--- config.mk ---
export PLATFORM = sky130hd
export DESIGN_NAME = cpu_host_port
export DESIGN_NICKNAME = d
export VERILOG_FILES = /design/src/rtl/cpu_host_port.sv
export SDC_FILE = /design/constraint.sdc
export NUM_CORES = 1
export LEC_CHECK = 0
export ABC_AREA = 1
export BUFFER_PORTS_ARGS = -buffer_cell sky130_fd_sc_hd__buf_4
export CAP_MARGIN = 20
export CORE_ASPECT_RATIO = 0.8
export CORE_MARGIN = 2
export CORE_UTILIZATION = 35
export DETAILED_ROUTE_END_ITERATION = 10
export SYNTH_ARGS = -nofsm -noshare
export SYNTH_HDL_FRONTEND = slang
export SYNTH_SLANG_ARGS = --single-unit
--- constraint.sdc ---
create_clock -name clk_i -period 1.8 [get_ports clk_i]
set_input_delay 0.36 -clock clk_i [delete_from_list [all_inputs] [get_ports clk_i]]
set_output_delay 0.36 -clock clk_i [all_outputs]
set_load 0.01 [all_outputs]
--- src/rtl/cpu_host_port.sv ---
// Host-side driver for the CPU byte-load / readback port: one-byte writes held for
// HOLD_CYCLES, word reads assembled over vout_addr. Optional: CPU_HOST_POSCAP_EN.
module cpu_host_port #(
   parameter int HOLD_CYCLES = 4,
   parameter int SETTLE      = 2,
   parameter int NBYTES      = 4
) (
   input  logic        clk_i,
   input  logic        reset,
   input  logic        cmd_valid_i,
   output logic        cmd_ready_o,
   input  logic [1:0]  cmd_op_i,
   input  logic        cmd_sel_i,
   input  logic [4:0]  cmd_addr_i,
   input  logic [7:0]  cmd_data_i,
   output logic        rsp_valid_o,
   input  logic        rsp_ready_i,
   output logic [31:0] rsp_data_o,
`ifdef CPU_HOST_POSCAP_EN
   input  logic        is_positive_i,
   output logic        rsp_pos_o,
`endif
   output logic        dor_o,
   output logic [4:0]  addr_o,
   output logic [7:0]  instr_o,
   output logic [1:0]  vout_addr_o,
   input  logic [7:0]  value_i
);

   localparam int CNT_MAX = (HOLD_CYCLES > SETTLE) ? HOLD_CYCLES : SETTLE;
   localparam int CW      = (CNT_MAX > 1) ? $clog2(CNT_MAX) : 1;

   localparam logic [CW-1:0] HOLD_LOAD   = CW'(HOLD_CYCLES - 1);
   localparam logic [CW-1:0] SETTLE_LOAD = CW'(SETTLE - 1);
   localparam logic [1:0]    LAST_BYTE   = 2'(NBYTES - 1);

   localparam logic [1:0] OP_WRITE = 2'b00;
   localparam logic [1:0] OP_READ  = 2'b01;

   typedef enum logic [1:0] {
      IDLE    = 2'd0,
      WR_HOLD = 2'd1,
      RD_WAIT = 2'd2,
      RSP     = 2'd3
   } state_e;

   state_e        state_q,    state_d;
   logic [CW-1:0] cnt_q,      cnt_d;
   logic [1:0]    k_q,        k_d;
   logic          dor_q,      dor_d;
   logic [4:0]    addr_q,     addr_d;
   logic [7:0]    instr_q,    instr_d;
   logic [1:0]    vout_q,     vout_d;
   logic [31:0]   rsp_data_q, rsp_data_d;
`ifdef CPU_HOST_POSCAP_EN
   logic          pos_q,      pos_d;
`endif

   always_comb begin
      // NOTE: every signal gets its hold value first, so no path through the case
      // statement leaves one unassigned and no latch is inferred.
      state_d    = state_q;
      cnt_d      = cnt_q;
      k_d        = k_q;
      dor_d      = dor_q;
      addr_d     = addr_q;
      instr_d    = instr_q;
      vout_d     = vout_q;
      rsp_data_d = rsp_data_q;
`ifdef CPU_HOST_POSCAP_EN
      pos_d      = pos_q;
`endif

      unique case (state_q)
         IDLE: begin
            if (cmd_valid_i) begin
               if (cmd_op_i == OP_WRITE) begin
                  state_d = WR_HOLD;
                  dor_d   = cmd_sel_i;
                  addr_d  = cmd_addr_i;
                  instr_d = cmd_data_i;
                  cnt_d   = HOLD_LOAD;
               end else if (cmd_op_i == OP_READ) begin
                  state_d    = RD_WAIT;
                  dor_d      = cmd_sel_i;
                  addr_d     = cmd_addr_i;
                  vout_d     = 2'd0;
                  k_d        = 2'd0;
                  cnt_d      = SETTLE_LOAD;
                  rsp_data_d = 32'd0;
`ifdef CPU_HOST_POSCAP_EN
                  pos_d      = 1'b0;
`endif
               end
               // Reserved opcodes are consumed here with no visible effect.
            end
         end

         WR_HOLD: begin
            if (cnt_q == '0) begin
               state_d = IDLE;
            end else begin
               cnt_d = cnt_q - CW'(1);
            end
         end

         RD_WAIT: begin
            if (cnt_q == '0) begin
               rsp_data_d[8*k_q +: 8] = value_i;
               if (k_q == LAST_BYTE) begin
                  state_d = RSP;
`ifdef CPU_HOST_POSCAP_EN
                  pos_d   = is_positive_i;
`endif
               end else begin
                  k_d    = k_q + 2'd1;
                  vout_d = k_q + 2'd1;
                  cnt_d  = SETTLE_LOAD;
               end
            end else begin
               cnt_d = cnt_q - CW'(1);
            end
         end

         RSP: begin
            if (rsp_ready_i) begin
               state_d = IDLE;
            end
         end

         default: state_d = IDLE;
      endcase
   end

   always_ff @(posedge clk_i) begin
      if (reset) begin
         state_q    <= IDLE;
         cnt_q      <= '0;
         k_q        <= 2'd0;
         dor_q      <= 1'b0;
         addr_q     <= 5'd0;
         instr_q    <= 8'd0;
         vout_q     <= 2'd0;
         rsp_data_q <= 32'd0;
`ifdef CPU_HOST_POSCAP_EN
         pos_q      <= 1'b0;
`endif
      end else begin
         state_q    <= state_d;
         cnt_q      <= cnt_d;
         k_q        <= k_d;
         dor_q      <= dor_d;
         addr_q     <= addr_d;
         instr_q    <= instr_d;
         vout_q     <= vout_d;
         rsp_data_q <= rsp_data_d;
`ifdef CPU_HOST_POSCAP_EN
         pos_q      <= pos_d;
`endif
      end
   end

   assign cmd_ready_o = (state_q == IDLE);
   assign rsp_valid_o = (state_q == RSP);
   assign rsp_data_o  = rsp_data_q;
   assign dor_o       = dor_q;
   assign addr_o      = addr_q;
   assign instr_o     = instr_q;
   assign vout_addr_o = vout_q;
`ifdef CPU_HOST_POSCAP_EN
   assign rsp_pos_o   = pos_q;
`endif

endmodule

# Word level (Yosys, flattened, before mapping)
# Index checks and enable logic that the tools add are counted.
dict set report op_classes {
  reduce_logical 12
  muxes 31
  n_eq_ne 16
  n_addsub 3
  n_shift 2
}
# operator count
set ops {}
lappend ops {{2-to-1 mux 32 bit} 4}
lappend ops {{case mux 32 bit (2 select lines)} 1}
lappend ops {{2-to-1 mux 2 bit} 18}
lappend ops {{negator 5 -> 34 bit} 1}
lappend ops {{variable shift 8 x 34 -> 32 bit (first input constant)} 1}
lappend ops {{indexed part select 8 x 34 -> 32 bit} 1}
lappend ops {{bitwise mux 32 bit} 1}
lappend ops {{!= test 2 bit (second input constant)} 7}
lappend ops {{AND reduction 6 bit} 2}
lappend ops {{2-to-1 mux 5 bit} 2}
lappend ops {{AND reduction 5 bit} 2}
lappend ops {{case mux 2 bit (4 select lines)} 1}
lappend ops {{equality test 2 bit (second input constant)} 3}
lappend ops {{zero test 2 bit} 3}
lappend ops {{case mux 2 bit (3 select lines)} 1}
lappend ops {{AND reduction 3 bit} 2}
lappend ops {{equality test 2 x 1 -> 1 bit (second input constant)} 2}
lappend ops {{!= test 2 x 1 -> 1 bit (second input constant)} 2}
lappend ops {{case mux 2 bit (2 select lines)} 1}
lappend ops {{nonzero test 2 bit} 2}
lappend ops {{!= test 3 x 1 -> 1 bit (second input constant)} 1}
lappend ops {{!= test 3 bit (second input constant)} 1}
lappend ops {{nonzero test 3 bit} 1}
lappend ops {{adder 2 x 1 -> 2 bit (second input constant)} 1}
lappend ops {{other kinds (2)} 3}
dict set report totals {
  regBits 52
  elab_cells 71
  out_inout_bits 50
}

# Longest topological paths before layout
dict set report logic_depth {
  word_depth 5
  ltp_mapped 10
}

# Least setup slack after synthesis
# OpenSTA, ideal clock, no wires.
dict set report synth_path {
  kind {flip-flop to flip-flop}
  from {register, netlist name vout_addr_o[0]}
  to {register rsp_data_q[10], in the netlist rsp_data_o[10]}
  period_less_slack_ps 1777
  required_ps 1736
  path_buffers 2
  path_slack_ps 23
  t_arrival_ps 1713
  path_stages_with_launch 11
  cell_sequence {dfxtp_1 -> buf_2 -> inv_1 -> ha_1 -> buf_2 -> nand2_1 -> inv_2 -> nand3_1 -> nor2_1 -> nor2_1 -> nor2_1}
}
# item line_no
set synth_rtl {}
lappend synth_rtl {{end signal, assigned} 156} ;# rsp_data_q <= rsp_data_d;
lappend synth_rtl {{end, declared} 54} ;# logic [31:0] rsp_data_q, rsp_data_d;

# Final worst setup path
dict set report layout_path {
  from {register state_q[0]}
  to {register rsp_data_q[21], in the netlist rsp_data_o[21]}
}
dict set report layout_via {
  elab_chain_cells 3
  elab_cells_between_ends 9
}
# item line_no
set layout_lines {}
lappend layout_lines {{start, declared} 47} ;# state_e state_q, state_d;
lappend layout_lines {{start signal, assigned} 149} ;# state_q <= state_d;
lappend layout_lines {{equality test 2 bit / zero test 2 bit (equally long branches)} 74} ;# unique case (state_q)
lappend layout_lines {{!= test 2 bit (no source line), or another cell as far along} --}
lappend layout_lines {{AND reduction 5 bit (no source line)} --}
# Parallel ways exist; a longest one is shown, timed or not.
# A chain may end at the register's enable or synchronous reset.

==> results.sh <==
export IMPL_syn_nets=471
export IMPL_synth_edf_count=0
export IMPL_drive_gt1_share_pct=23.80
export IMPL_final_util_pct=48.85
export IMPL_die_y_um=83.56
export IMPL_yosysUniqueCellTypes=22
export IMPL_grt_ovfl_total=0
export IMPL_final_max_slew_viol_count=0
export IMPL_clk_pin_slew_worst_paths_ns=0.10
export IMPL_synth_area_um2=2769
export IMPL_fin_crit_ns=1.645
export IMPL_worstMarginPinSlew_ns=0.3468
export IMPL_setup_violations=0
export IMPL_cp_num_buf_inv=3
export IMPL_ys_ff_latch=52
export IMPL_cts_tree="built"
export IMPL_io_pins=78
export IMPL_rows=28
export IMPL_cp_arrival_ns=1.85
export IMPL_grt_pass1_wl_mm=11.78
export IMPL_dp_hpwl_mm=5.368
export IMPL_ys_flop_type="dfxtp_1"
export IMPL_crit_fanout=8
export IMPL_drtIter0Drc=138
export IMPL_cp_data_required_time_ns=2.01
export IMPL_avgViaCountPerCell=4.385
export IMPL_grt_pass1_vias=2467
export IMPL_final_hold_viol_count=0
export IMPL_max_slew_margin_pct=76.74
export IMPL_crit_slowest_cell="dfxtp_1"
export IMPL_antenna_found_initial=0
export IMPL_powerDensity_nw_per_um2=1523
export IMPL_status="finished clean"
export IMPL_syn_inst=430
export IMPL_cts_buffers=5
export IMPL_regArea_um2=1042
export IMPL_avgSynthCellArea_um2=6.439
export IMPL_track_usage_pct=16.90
export IMPL_maxCapViolCount=0
export IMPL_multi_input_area_um2=1503
export IMPL_ys_warn_count=0
export IMPL_cpPeakStageDelay_ns=0.33
export IMPL_cts_max_path_buffers=2
export IMPL_async_reset_ff_share_pct=0
export IMPL_hp_class="primary input to register"
export IMPL_htreeDepth=2
export IMPL_ant_nets=0
export IMPL_hold_buffers=0
export IMPL_io_buffers=77
export IMPL_tns_ns=0
export IMPL_firstDrtPassIters=5
export IMPL_vdd_ir_drop_worst_v=0.0005251
export IMPL_fillers=804
export IMPL_clkLatencyLatePin_ns=0.31
export IMPL_cts_root_buf="clkbuf_8"
export IMPL_antennaDiodeCount=0
export IMPL_r2r_setup_slack_ns=0.16
export IMPL_gp_congestion=0.8388
export IMPL_critPathKind="register to register"
export IMPL_die_w_um=103.4
export IMPL_crit_path_end_kind="register"
export IMPL_grt_max_degree=29
export IMPL_cp_top_family="simple AND/OR/NAND/NOR gates"
export IMPL_p_leak_nw=1.964
export IMPL_cts_sinks=52
export IMPL_wl_per_cell_um=11.92
export IMPL_fin_cells=626
export IMPL_core_area_um2=7532
export IMPL_skew_ns=0.008356
export IMPL_yosysSeqAreaShare_pct=37.60
export IMPL_rsz0062_at_grt="true"
export IMPL_drc=0
export IMPL_dp_cells=614
export IMPL_period_share_pct=91.38
export IMPL_dieArea_um2=8643
export IMPL_cp_cell_sequence="inv_1 -> ha_2 -> inv_1 -> nand2_1 -> nand2_4 -> buf_4 -> nand4_4 -> nor2_1 -> nor2_1"
export IMPL_layout_nets=562
export IMPL_initial_core_util_pct=36.76
export IMPL_cp_start_kind="register"
export IMPL_syn2layout_area_growth_pct=32.90
export IMPL_routed_wl_mm=7.462
export IMPL_vias=2745
export IMPL_timing_fmax_mhz=608.0
-- cell usage in the layout, fill, tap and decap left out, types with 2 or more instances in the layout --
cell type / synthesis / layout
nor2_4: 2 / 4
nand4_2: 1 / 4
dfxtp_1: 52 / 51
nor2_1: 142 / 142
ha_1: 13 / 12
nand2_4: 1 / 3
inv_2: 3 / 3
nor2_2: 3 / 2
nand2_2: 4 / 3
nand2_1: 96 / 95
clkbuf_8: 0 / 6
a21oi_1: 5 / 5
nand3_1: 11 / 11
o21ai_0: 22 / 22
buf_4: 1 / 91
nand4_4: 3 / 3
inv_1: 57 / 57
-- per-layer routing --
metal	share of wire [%]	wire length, um	GRT usage, %
met1	50	3741	24.62
met2	42	3146	24.28
met3	6.2	460	4.774
met4	1.5	115	4.306
met5	0	0	0
-- timing repair --
action / CTS / global route
gates resized for setup: 0 / 8
setup buffers: 0 / 1
setup endpoints to repair: 0 / 30
-- metrics by stage --
stage	total power, mW	instance area [um2]	hold slack (ns)	setup WS, ns
after floorplan	3.668	2769	0.4949	0.02320
after global placement	4.669	3503	0.4657	0.1747
after detailed placement	4.725	3503	0.4783	0.1121
after CTS	5.439	3595	0.2653	0.08693
after global routing	6.138	3680	0.2693	-0.03163
final	5.604	3680	0.2686	0.1552
-- sequential cells by signal, indices dropped and copies added (netlist names) --
register     cells
dor_o            1
state_q          2
instr_o          8
vout_addr_o      2
cnt_q            2
rsp_data_o      32
addr_o           5
-- layout make-up --
| class | instances | area share (%) |
|---|---|---|
| multi-input combinational | 310 | 40.84 |
| sequential | 52 | 28.32 |
| timing repair buffer | 91 | 18.57 |
| inverter | 61 | 6.222 |
| tap | 105 | 3.570 |
| clock buffer | 6 | 2.244 |
| clock inverter | 1 | 0.2380 |
-- Yosys cell counts, types with 2 or more instances --
| library cell | instances | area [um2] |
|---|---|---|
| nor2_4 | 2 | 22.52 |
| buf_6 | 3 | 33.78 |
| nand3_1 | 11 | 55.05 |
| o21ai_0 | 22 | 110.1 |
| nor2_2 | 3 | 18.77 |
| nand3_2 | 2 | 20.02 |
| buf_2 | 4 | 20.02 |
| a21oi_1 | 5 | 25.02 |
| inv_2 | 3 | 11.26 |
| nor2_1 | 142 | 533.0 |
| inv_1 | 57 | 214.0 |
| nand4_4 | 3 | 63.81 |
| nand2_1 | 96 | 360.4 |
| ha_1 | 13 | 162.7 |
| dfxtp_1 | 52 | 1041 |
| clkbuf_1 | 3 | 11.26 |
| nand2_2 | 4 | 25.02 |
-- final timing paths --
| kind | startpoint | endpoint | cells after the start |
|---|---|---|---|
| setup / recovery | state_q[0] | rsp_data_o[21] | 9 |
| setup reg to reg | state_q[0] | rsp_data_o[21] | 9 |
| hold reg to reg | rsp_data_o[30] | rsp_data_o[30] | 2 |
| hold / removal | cmd_data_i[0] | instr_o[0] | 3 |
-- worst reg2reg max path, delay by kind of cell (launching register included) --
family                   cells  cell delay, ns
AND/OR/NAND/NOR              5            0.61
buffers and inverters        3            0.34
adder cells (fa/ha/maj)      1            0.26
flip-flops                   1            0.33
-- logic make-up after synthesis --
family / count (synthesis) / share of synthesized area, %
adder cells (fa/ha/maj): 13 / 5.875
buffers and inverters: 72 / 10.89
AND/OR/NAND/NOR: 266 / 40.76
AO/OA/AOI/OAI: 27 / 4.880
flip-flops: 52 / 37.60
-- report_power, final --
| group | total (mW) | switching [mW] | internal (mW) |
|---|---|---|---|
| combinational | 3.13 | 1.87 | 1.26 |
| clock | 0.693 | 0.386 | 0.308 |
| sequential | 1.78 | 0.227 | 1.55 |
| total | 5.60 | 2.48 | 3.12 |
Note: power is estimated with default switching activity, not from simulation.
